===== config.mk =====
export PLATFORM = sky130hd
export DESIGN_NAME = pwm_dead_time_ctrl_flat
export DESIGN_NICKNAME = d
export VERILOG_FILES = /design/src/rtl/pwm_dead_time_ctrl_if.sv /design/src/rtl/pwm_dead_time_ctrl.sv /design/src/flat_wrapper.sv
export SDC_FILE = /design/constraint.sdc
export NUM_CORES = 1
export LEC_CHECK = 0
export CORE_UTILIZATION = 25
export DETAILED_ROUTE_END_ITERATION = 10
export SLEW_MARGIN = 20
export SYNTH_ARGS = -nofsm -noshare
export SYNTH_HDL_FRONTEND = slang
export SYNTH_SLANG_ARGS = --single-unit

===== constraint.sdc =====
create_clock -name clk -period 4.5 [get_ports clk]
set_input_delay 0.9 -clock clk [delete_from_list [all_inputs] [get_ports clk]]
set_output_delay 0.9 -clock clk [all_outputs]
set_load 0.1 [all_outputs]

===== src/rtl/pwm_dead_time_ctrl_if.sv =====
// Bus between the PWM generator / gate-driver side and the dead-time sequencer.
interface pwm_dead_time_ctrl_if #(
   parameter int NUM_LEGS = 3,
   parameter int DT_W     = 16
);
   logic                en;
   logic [NUM_LEGS-1:0] pwm_in;
   logic [DT_W-1:0]     dead_time;
   logic                dt_load;
   logic                fault;
   logic                fault_clr;
   logic [NUM_LEGS-1:0] gate_h;
   logic [NUM_LEGS-1:0] gate_l;
   logic [NUM_LEGS-1:0] dt_busy;
   logic [DT_W-1:0]     dt_active;
   logic                fault_active;

   modport master (
      output en, pwm_in, dead_time, dt_load, fault, fault_clr,
      input  gate_h, gate_l, dt_busy, dt_active, fault_active
   );
   modport slave (
      input  en, pwm_in, dead_time, dt_load, fault, fault_clr,
      output gate_h, gate_l, dt_busy, dt_active, fault_active
   );
endinterface


===== src/rtl/pwm_dead_time_ctrl.sv =====
// N-leg dead-time gate sequencer with shared dead-time register and fault shutdown.
// Define DT_FAULT_LATCH_EN to make faults sticky until fault_clr.
module pwm_dt_leg #(
   parameter int DT_W = 16
) (
   input  logic            clk,
   input  logic            rst,
   input  logic            en,
   input  logic            block,
   input  logic            pwm,
   input  logic [DT_W-1:0] d_eff,
   output logic            gate_h,
   output logic            gate_l,
   output logic            busy
);
   typedef enum logic [2:0] {S_OFF, S_HI, S_DT_HL, S_LO, S_DT_LH} state_e;

   state_e          state_q, state_d;
   logic [DT_W-1:0] cnt_q, cnt_d;
   logic [DT_W-1:0] dcap_q, dcap_d;
   logic            gate_h_q, gate_l_q, busy_q;

   always_ff @(posedge clk or posedge rst) begin
      if (rst) begin
         state_q  <= S_OFF;
         cnt_q    <= '0;
         dcap_q   <= DT_W'(1);
         gate_h_q <= 1'b0;
         gate_l_q <= 1'b0;
         busy_q   <= 1'b0;
      end else begin
         state_q  <= state_d;
         cnt_q    <= cnt_d;
         dcap_q   <= dcap_d;
         gate_h_q <= (state_d == S_HI);
         gate_l_q <= (state_d == S_LO);
         busy_q   <= (state_d == S_DT_HL) || (state_d == S_DT_LH);
      end
   end

   always_comb begin
      state_d = state_q;
      cnt_d   = cnt_q;
      dcap_d  = dcap_q;
      if (block || !en) begin
         state_d = S_OFF;
         cnt_d   = '0;
      end else begin
         case (state_q)
            S_OFF: begin
               // First turn-on out of OFF still gets a full guard interval.
               state_d = pwm ? S_DT_LH : S_DT_HL;
               cnt_d   = DT_W'(1);
               dcap_d  = d_eff;
            end
            S_HI: if (!pwm) begin
               state_d = S_DT_HL;
               cnt_d   = DT_W'(1);
               dcap_d  = d_eff;
            end
            S_LO: if (pwm) begin
               state_d = S_DT_LH;
               cnt_d   = DT_W'(1);
               dcap_d  = d_eff;
            end
            S_DT_HL: begin
               // Abort is safe: the low side never turned on.
               if (pwm) begin
                  state_d = S_HI;
                  cnt_d   = '0;
               end else if (cnt_q == dcap_q) begin
                  state_d = S_LO;
                  cnt_d   = '0;
               end else begin
                  cnt_d = cnt_q + DT_W'(1);
               end
            end
            S_DT_LH: begin
               if (!pwm) begin
                  state_d = S_LO;
                  cnt_d   = '0;
               end else if (cnt_q == dcap_q) begin
                  state_d = S_HI;
                  cnt_d   = '0;
               end else begin
                  cnt_d = cnt_q + DT_W'(1);
               end
            end
            default: begin
               state_d = S_OFF;
               cnt_d   = '0;
            end
         endcase
      end
   end

   assign gate_h = gate_h_q;
   assign gate_l = gate_l_q;
   assign busy   = busy_q;
endmodule

module pwm_dead_time_ctrl #(
   parameter int NUM_LEGS = 3,
   parameter int DT_W     = 16
) (
   input logic                clk,
   input logic                rst,
   pwm_dead_time_ctrl_if.slave bus
);
   logic [DT_W-1:0]     dt_active_q, dt_active_d;
   logic [DT_W-1:0]     shadow_q, shadow_d;
   logic                pend_q, pend_d;
   logic                fault_q, fault_d;
   logic                block;
   logic [DT_W-1:0]     d_eff;
   logic [NUM_LEGS-1:0] gate_h, gate_l, busy;

   always_ff @(posedge clk or posedge rst) begin
      if (rst) begin
         dt_active_q <= DT_W'(1);
         shadow_q    <= '0;
         pend_q      <= 1'b0;
         fault_q     <= 1'b0;
      end else begin
         dt_active_q <= dt_active_d;
         shadow_q    <= shadow_d;
         pend_q      <= pend_d;
         fault_q     <= fault_d;
      end
   end

   // Pending load moves to the active register only while every leg is idle.
   always_comb begin
      shadow_d    = shadow_q;
      pend_d      = pend_q;
      dt_active_d = dt_active_q;
      if (bus.dt_load) begin
         shadow_d = bus.dead_time;
         pend_d   = 1'b1;
      end
      if (pend_d && (busy == '0)) begin
         dt_active_d = shadow_d;
         pend_d      = 1'b0;
      end
   end

`ifdef DT_FAULT_LATCH_EN
   // Legs use the next latch value so they leave OFF on the clearing edge.
   always_comb begin
      fault_d = bus.fault | (fault_q & ~bus.fault_clr);
      block   = fault_d;
   end
`else
   logic unused_fault_clr;
   assign unused_fault_clr = bus.fault_clr;
   always_comb begin
      fault_d = bus.fault;
      block   = bus.fault;
   end
`endif

   assign d_eff = (dt_active_q == '0) ? DT_W'(1) : dt_active_q;

   for (genvar i = 0; i < NUM_LEGS; i++) begin : g_leg
      pwm_dt_leg #(.DT_W(DT_W)) u_leg (
         .clk    (clk),
         .rst    (rst),
         .en     (bus.en),
         .block  (block),
         .pwm    (bus.pwm_in[i]),
         .d_eff  (d_eff),
         .gate_h (gate_h[i]),
         .gate_l (gate_l[i]),
         .busy   (busy[i])
      );
   end

   assign bus.gate_h       = gate_h;
   assign bus.gate_l       = gate_l;
   assign bus.dt_busy      = busy;
   assign bus.dt_active    = dt_active_q;
   assign bus.fault_active = fault_q;
endmodule

===== src/flat_wrapper.sv =====
// flat-port wrapper written by rule: the top's interface ports become plain ports
module pwm_dead_time_ctrl_flat 
#(
   parameter int NUM_LEGS = 3,
   parameter int DT_W     = 16
)
  (clk, rst, bus_en, bus_pwm_in, bus_dead_time, bus_dt_load, bus_fault, bus_fault_clr, bus_gate_h, bus_gate_l, bus_dt_busy, bus_dt_active, bus_fault_active);
  pwm_dead_time_ctrl_if #(.NUM_LEGS(NUM_LEGS), .DT_W(DT_W)) bus_i ();
  input logic clk;
  input logic rst;
  input wire logic [$bits(bus_i.en)-1:0] bus_en;
  input wire logic [$bits(bus_i.pwm_in)-1:0] bus_pwm_in;
  input wire logic [$bits(bus_i.dead_time)-1:0] bus_dead_time;
  input wire logic [$bits(bus_i.dt_load)-1:0] bus_dt_load;
  input wire logic [$bits(bus_i.fault)-1:0] bus_fault;
  input wire logic [$bits(bus_i.fault_clr)-1:0] bus_fault_clr;
  output wire logic [$bits(bus_i.gate_h)-1:0] bus_gate_h;
  output wire logic [$bits(bus_i.gate_l)-1:0] bus_gate_l;
  output wire logic [$bits(bus_i.dt_busy)-1:0] bus_dt_busy;
  output wire logic [$bits(bus_i.dt_active)-1:0] bus_dt_active;
  output wire logic [$bits(bus_i.fault_active)-1:0] bus_fault_active;
  assign bus_i.en = bus_en;
  assign bus_i.pwm_in = bus_pwm_in;
  assign bus_i.dead_time = bus_dead_time;
  assign bus_i.dt_load = bus_dt_load;
  assign bus_i.fault = bus_fault;
  assign bus_i.fault_clr = bus_fault_clr;
  assign bus_gate_h = bus_i.gate_h;
  assign bus_gate_l = bus_i.gate_l;
  assign bus_dt_busy = bus_i.dt_busy;
  assign bus_dt_active = bus_i.dt_active;
  assign bus_fault_active = bus_i.fault_active;
  pwm_dead_time_ctrl #(.NUM_LEGS(NUM_LEGS), .DT_W(DT_W)) u_core (.clk(clk), .rst(rst), .bus(bus_i));
endmodule

# Word-level counts from Yosys, hierarchy flattened
# Index checks and enable logic that the tools add are counted.
word_totals:
  ff_bits: 148
  input_bits: 25
  out_inout_bits: 26
  elab_cells: 146
op_classes:
  n_addsub: 3
  n_eq_ne: 39
  mux: 61
  n_bitwise: 1
  n_reduce_logical: 20
op_table:
  columns: ["op", "count"]
  rows:
  - ["16-bit 2-to-1 mux", 26]
  - ["16-bit case mux with 5 select lines", 3]
  - ["16-bit case mux with 3 select lines", 3]
  - ["3-bit 2-to-1 mux", 24]
  - ["16-bit by 1-bit adder with 16-bit output (second input constant)", 3]
  - ["16-bit == test", 3]
  - ["3-bit case mux with 5 select lines", 3]
  - ["3-bit by 2-bit == test with 1-bit output (second input constant)", 12]
  - ["3-bit by 1-bit == test with 1-bit output (second input constant)", 6]
  - ["3-bit == test (second input constant)", 6]
  - ["16-bit zero test", 1]
  - ["3-bit zero test", 4]
  - ["2-bit inequality test (second input constant)", 6]
  - ["3-bit by 2-bit inequality test with 1-bit output (second input constant)", 4]
  - ["4-bit AND reduction", 3]
  - ["3-bit nonzero test", 3]
  - ["3-bit inequality test (second input constant)", 2]
  - ["2-bit AND reduction", 3]
  - ["1-bit logical OR", 4]
  - ["1-bit 2-to-1 mux", 2]
  - ["1-bit logical AND", 1]
  - ["1-bit zero test", 1]
  - ["1-bit inverter", 1]

# Depth between registers and ports, before layout
depth:
  ltp_word: 7
  mapped_depth: 8
  ltp_nobuf: 6

# By module
# Synthesis repeated with hierarchy kept, for this count alone.
hier_totals:
  hier_cells: 677
  hier_area_um2: 7818.7
by_module_without_submodules:
  columns: ["mod", "instances", "cells_per_inst", "area_per_inst_um2", "seq_area_each_um2"]
  rows:
  - ["pwm_dt_leg at u_core.g_leg[0].u_leg ...", 2, 195, 2118.3, 952.2]
  - ["pwm_dt_leg at u_core.g_leg[2].u_leg", 1, 192, 2105.8, 952.2]
  - ["pwm_dead_time_ctrl", 1, 95, 1476.4, 852.1]

# Worst setup path before layout
# Ideal clock, no wire load.
synth_path:
  path_type: "in2reg"
  startpoint: "input port bus_pwm_in[2]"
  endpoint: "register u_core.g_leg[2].u_leg.dcap_q[1]"
  setup_time_ps: 129
  arrival_ps: 2167
  required_time_ps: 4371
  path_slack_ps: 2204
  stages: 6
  path_buffers: 2
  path_cell_list: "buf_2 nand2_1 xnor2_1 nor3_4 buf_2 mux2_1"
synth_between:
  elab_chain_len: 2
synth_rtl:
  columns: ["element", "line_no", "source"]
  rows:
  - ["start, declared", "flat_wrapper.sv:12", "input wire logic [$bits(bus_i.pwm_in)-1:0] bus_pwm_in;"]
  - ["2-bit inequality test (no source line)", null, null]
  - ["4-bit AND reduction (no source line) *", null, null]
  - ["end signal, assigned", "pwm_dead_time_ctrl.sv:34", "dcap_q <= dcap_d;"]
  - ["end, declared", "pwm_dead_time_ctrl.sv:20", "logic [DT_W-1:0] dcap_q, dcap_d;"]
# Mark *: on every way between the ends. The rest lies on a longest branch, timed or not.
# A chain may end at the register's enable or synchronous reset.

# Worst setup path in the final report
layout_path:
  startpoint: "register u_core.dt_active_q[3] (netlist: u_core.bus.dt_active[3])"
  endpoint: "output port bus_dt_active[3]"
layout_rtl:
  columns: ["element", "line_no", "source"]
  rows:
  - ["start, declared", "pwm_dead_time_ctrl.sv:110", "logic [DT_W-1:0] dt_active_q, dt_active_d;"]
  - ["start signal, assigned", "pwm_dead_time_ctrl.sv:125", "dt_active_q <= dt_active_d;"]
  - ["end, declared", "flat_wrapper.sv:20", "output wire logic [$bits(bus_i.dt_active)-1:0] bus_dt_active;"]
# No word-level cell between the ends.

==> out/results.txt <==
delay-heaviest family, CP: buffers and inverters
post-synthesis simple-gate area fraction: 16.1%
fin crit share: 68.6%
Comb pwr share: 26.5%
VDD IR max: 0.000463 V
sequential area share after synthesis: 49.7%
final net count: 713
RSZ-0062 raised after global routing: no
TritonCTS clock tree: done
Max Root-Sink Buffers: 2
final-report setup violation count: 0
die area: 30,500 um^2
Final Critical Period: 3.09 ns
gp weighted congestion: 0.777
max-cap viol count: 0
share of cells above drive strength 1: 18.9%
Leakage: 3.51 nW
cts repair resizes: 0
Final Hold Fails: 0
status: finished clean
P per Cell Area: 523 nW/um^2
ys async rst share: 100%
XOR/XNOR Fraction of Synth Area: 10.4%
Slew @ Worst Pin: 0.994 ns
overall power: 4.62 mW
Max Freq: 0.324 GHz
core area: 29,000 um^2
Pins Over Slew Limit: 0
DR vias/cell: 4.62
CP required: 3.60 ns
FF+latch count, synth: 148
Syn. warnings: 0
Routed Antenna Nets: 0
first-pass GRT wire length: 27,600 um
Mean Syn Cell Area: 11.5 um^2
residual DRC count: 0
CP max FO: 6
adder-cell area share of the yosys netlist: 0.503%
GRT overflow: 0
Clk Latency, worst-skew pair: 0.43 ns
type of the worst setup path: register to primary output
post-synthesis mux area share: 11.8%
Worst Path Arrival: 2.19 ns
predominant post-synthesis flop cell: dfrtp_1
crit end category: primary output
Seq pwr share: 42.4%
P_sw: 1.67 mW
vias post-DR: 5,004
Switching Share: 36.2%
clock buffer count from CTS: 17
Worst Setup Start Kind: register
Clock Root Buffer: clkbuf_16
setup TNS: 0 ns
Clock Power Share: 31.2%
drt wl/cell: 15.5 um
syn nets: 679
Synth Area in Compound Gates: 7.43%
Global Route Usage Sum: 11.6%
pin count of the biggest net entering global routing: 149
cts hold-fix bufs: 0
Sink Count: 148
Initial Utilization: 25.7%
clock skew: 0.00802 ns
type of the tightest min-delay check: register to register
Die Ht: 175 um
Chip Width: 175 um
clock-pin slew on the worst setup and hold paths: 0.06 ns
Mapped Cells: 651
# IOs: 51
slowest stage cell on the critical path: clkdlybuf4s50_1
CP peak stage delay: 1.21 ns
Worst Path Buf+Inv: 1
Rows: 62
post-CTS setup buffer count: 0
crit-path cells: clkdlybuf4s50_1
HPWL Detailed: 11,200 um
mapped cell area: 7460 um^2
final WL: 16,700 um
Post-synth EDFFs: 0
vias in the first global route: 4,887
initial antenna violation count: 0
Slew headroom: 33.5%
drt first pass iters: 4
CTS HTree Levels: 4
largest family of logic cells by synthesized area: simple AND/OR/NAND/NOR gates
# port buffers: 49
Starting DRT DRC Count: 294
area delta synth->final: 18.6%
Synth cell types: 79
diode count: 0
Pint: 2.95 mW
-- path summary, 6_finish.rpt --
path,from,endpoint,slack (ns),cells after the start
min in group asynchronous,rst,u_core.shadow_q[9],0.94,3
max in group asynchronous,rst,u_core.g_leg[1].u_leg.state_q[1],2.78,3
min reg2reg,u_core.pend_q,u_core.pend_q,0.49,2
min,u_core.pend_q,u_core.pend_q,0.49,2
max,u_core.bus.dt_active[3],bus_dt_active[3],1.41,1
max reg2reg,u_core.g_leg[1].u_leg.cnt_q[5],u_core.g_leg[1].u_leg.cnt_q[12],2.17,5
-- layout make-up --
class | instances | area, um^2
Clock inverter | 14 | 153
Clock buffer | 18 | 439
Timing Repair Buffer | 59 | 578
Tap cell | 384 | 480
Sequential cell | 148 | 3710
Multi-Input combinational cell | 450 | 3440
Fill cell | 3019 | 20200
Inverter | 9 | 37.5
-- layer usage --
| metal | vias to the layer above | global-route usage (%) | routed length, um |
|---|---|---|---|
| met5 | - | 0 | 0 |
| met4 | 0 | 4.42 | 317 |
| met3 | 28 | 2.46 | 522 |
| met2 | 93 | 18.1 | 7860 |
| met1 | 2501 | 15.6 | 8010 |
| li1 | 2382 | - | - |
-- layout by cell type (no fill, tap or decap), types with 9 or more instances in the layout --
| cell type | synthesis | routed |
|---|---|---|
| nand2_1 | 44 | 44 |
| a21oi_1 | 17 | 17 |
| nand4_1 | 20 | 20 |
| xnor2_1 | 29 | 29 |
| clkdlybuf4s50_1 | 0 | 49 |
| buf_4 | 10 | 9 |
| mux2_1 | 19 | 19 |
| clkbuf_16 | 0 | 17 |
| nor4_1 | 14 | 14 |
| xor2_1 | 56 | 56 |
| mux2_2 | 59 | 59 |
| nor2_1 | 44 | 44 |
| dfrtp_1 | 144 | 144 |
| nand3_1 | 16 | 16 |
-- through the flow --
| step | setup WS, ns | hold slack (ns) | area [um^2] | util, % | std cells |
|---|---|---|---|---|---|
| final | 1.41 | 0.490 | 8840 | 30.5 | 1082 |
| after global routing | 1.38 | 0.509 | 8840 | 30.5 | 1082 |
| after CTS | 1.39 | 0.491 | 8840 | 30.5 | 1082 |
| after detailed placement | 1.22 | 0.476 | 8250 | 28.4 | 1050 |
| after global placement | 1.28 | 0.464 | 8250 | 28.4 | 1050 |
| after floorplan | 1.74 | 0.447 | 7460 | - | 651 |
-- synth_stat cells, types with 9 or more instances --
master,instances,share of area (%)
dfrtp_1,144,48
mux2_2,59,8.9
xor2_1,56,6.6
nand2_1,44,2.2
nor2_1,44,2.2
xnor2_1,29,3.4
buf_2,23,1.5
nand4_1,20,1.7
mux2_1,19,2.9
a21oi_1,17,1.1
nand3_1,16,1.1
nor4_1,14,1.2
buf_4,10,1.0
inv_1,9,0.45
-- sequential cells by signal, indices dropped and copies added (netlist names) --
signal / flops
u_core.g_leg.u_leg.gate_l: 3
u_core.g_leg.u_leg.state_q: 9
u_core.bus.dt_active: 16
u_core.g_leg.u_leg.dcap_q: 48
u_core.g_leg.u_leg.cnt_q: 48
u_core.g_leg.u_leg.busy: 3
u_core.pend_q: 1
u_core.g_leg.u_leg.gate_h: 3
u_core.shadow_q: 16
u_core.bus.fault_active: 1
-- cell families (layout without fill, tap and decap cells) --
group,after synthesis,in the layout
xor+xnor,87,87
fa+ha+maj,3,3
simple gates,210,210
buf+inv,53,100
compound gates,72,72
flops,148,148
mux,78,78
-- power by group through the flow --
stage               registers (mW)  clock network [mW]  logic (mW)
global placement              1.99                   0        1.21
floorplan                     2.28                   0       0.561
CTS                           1.97                1.46        1.24
finish                        1.96                1.44        1.22
detailed placement            1.99                   0        1.23
global route                  2.00                1.52        1.30
-- worst min-delay path, stage by stage, from the launching register on --
cell and delay (ns):
dfrtp_1 0.32, nor2_1 0.05, nor2_1 0.08
Note: power is estimated with default switching activity, not from simulation.
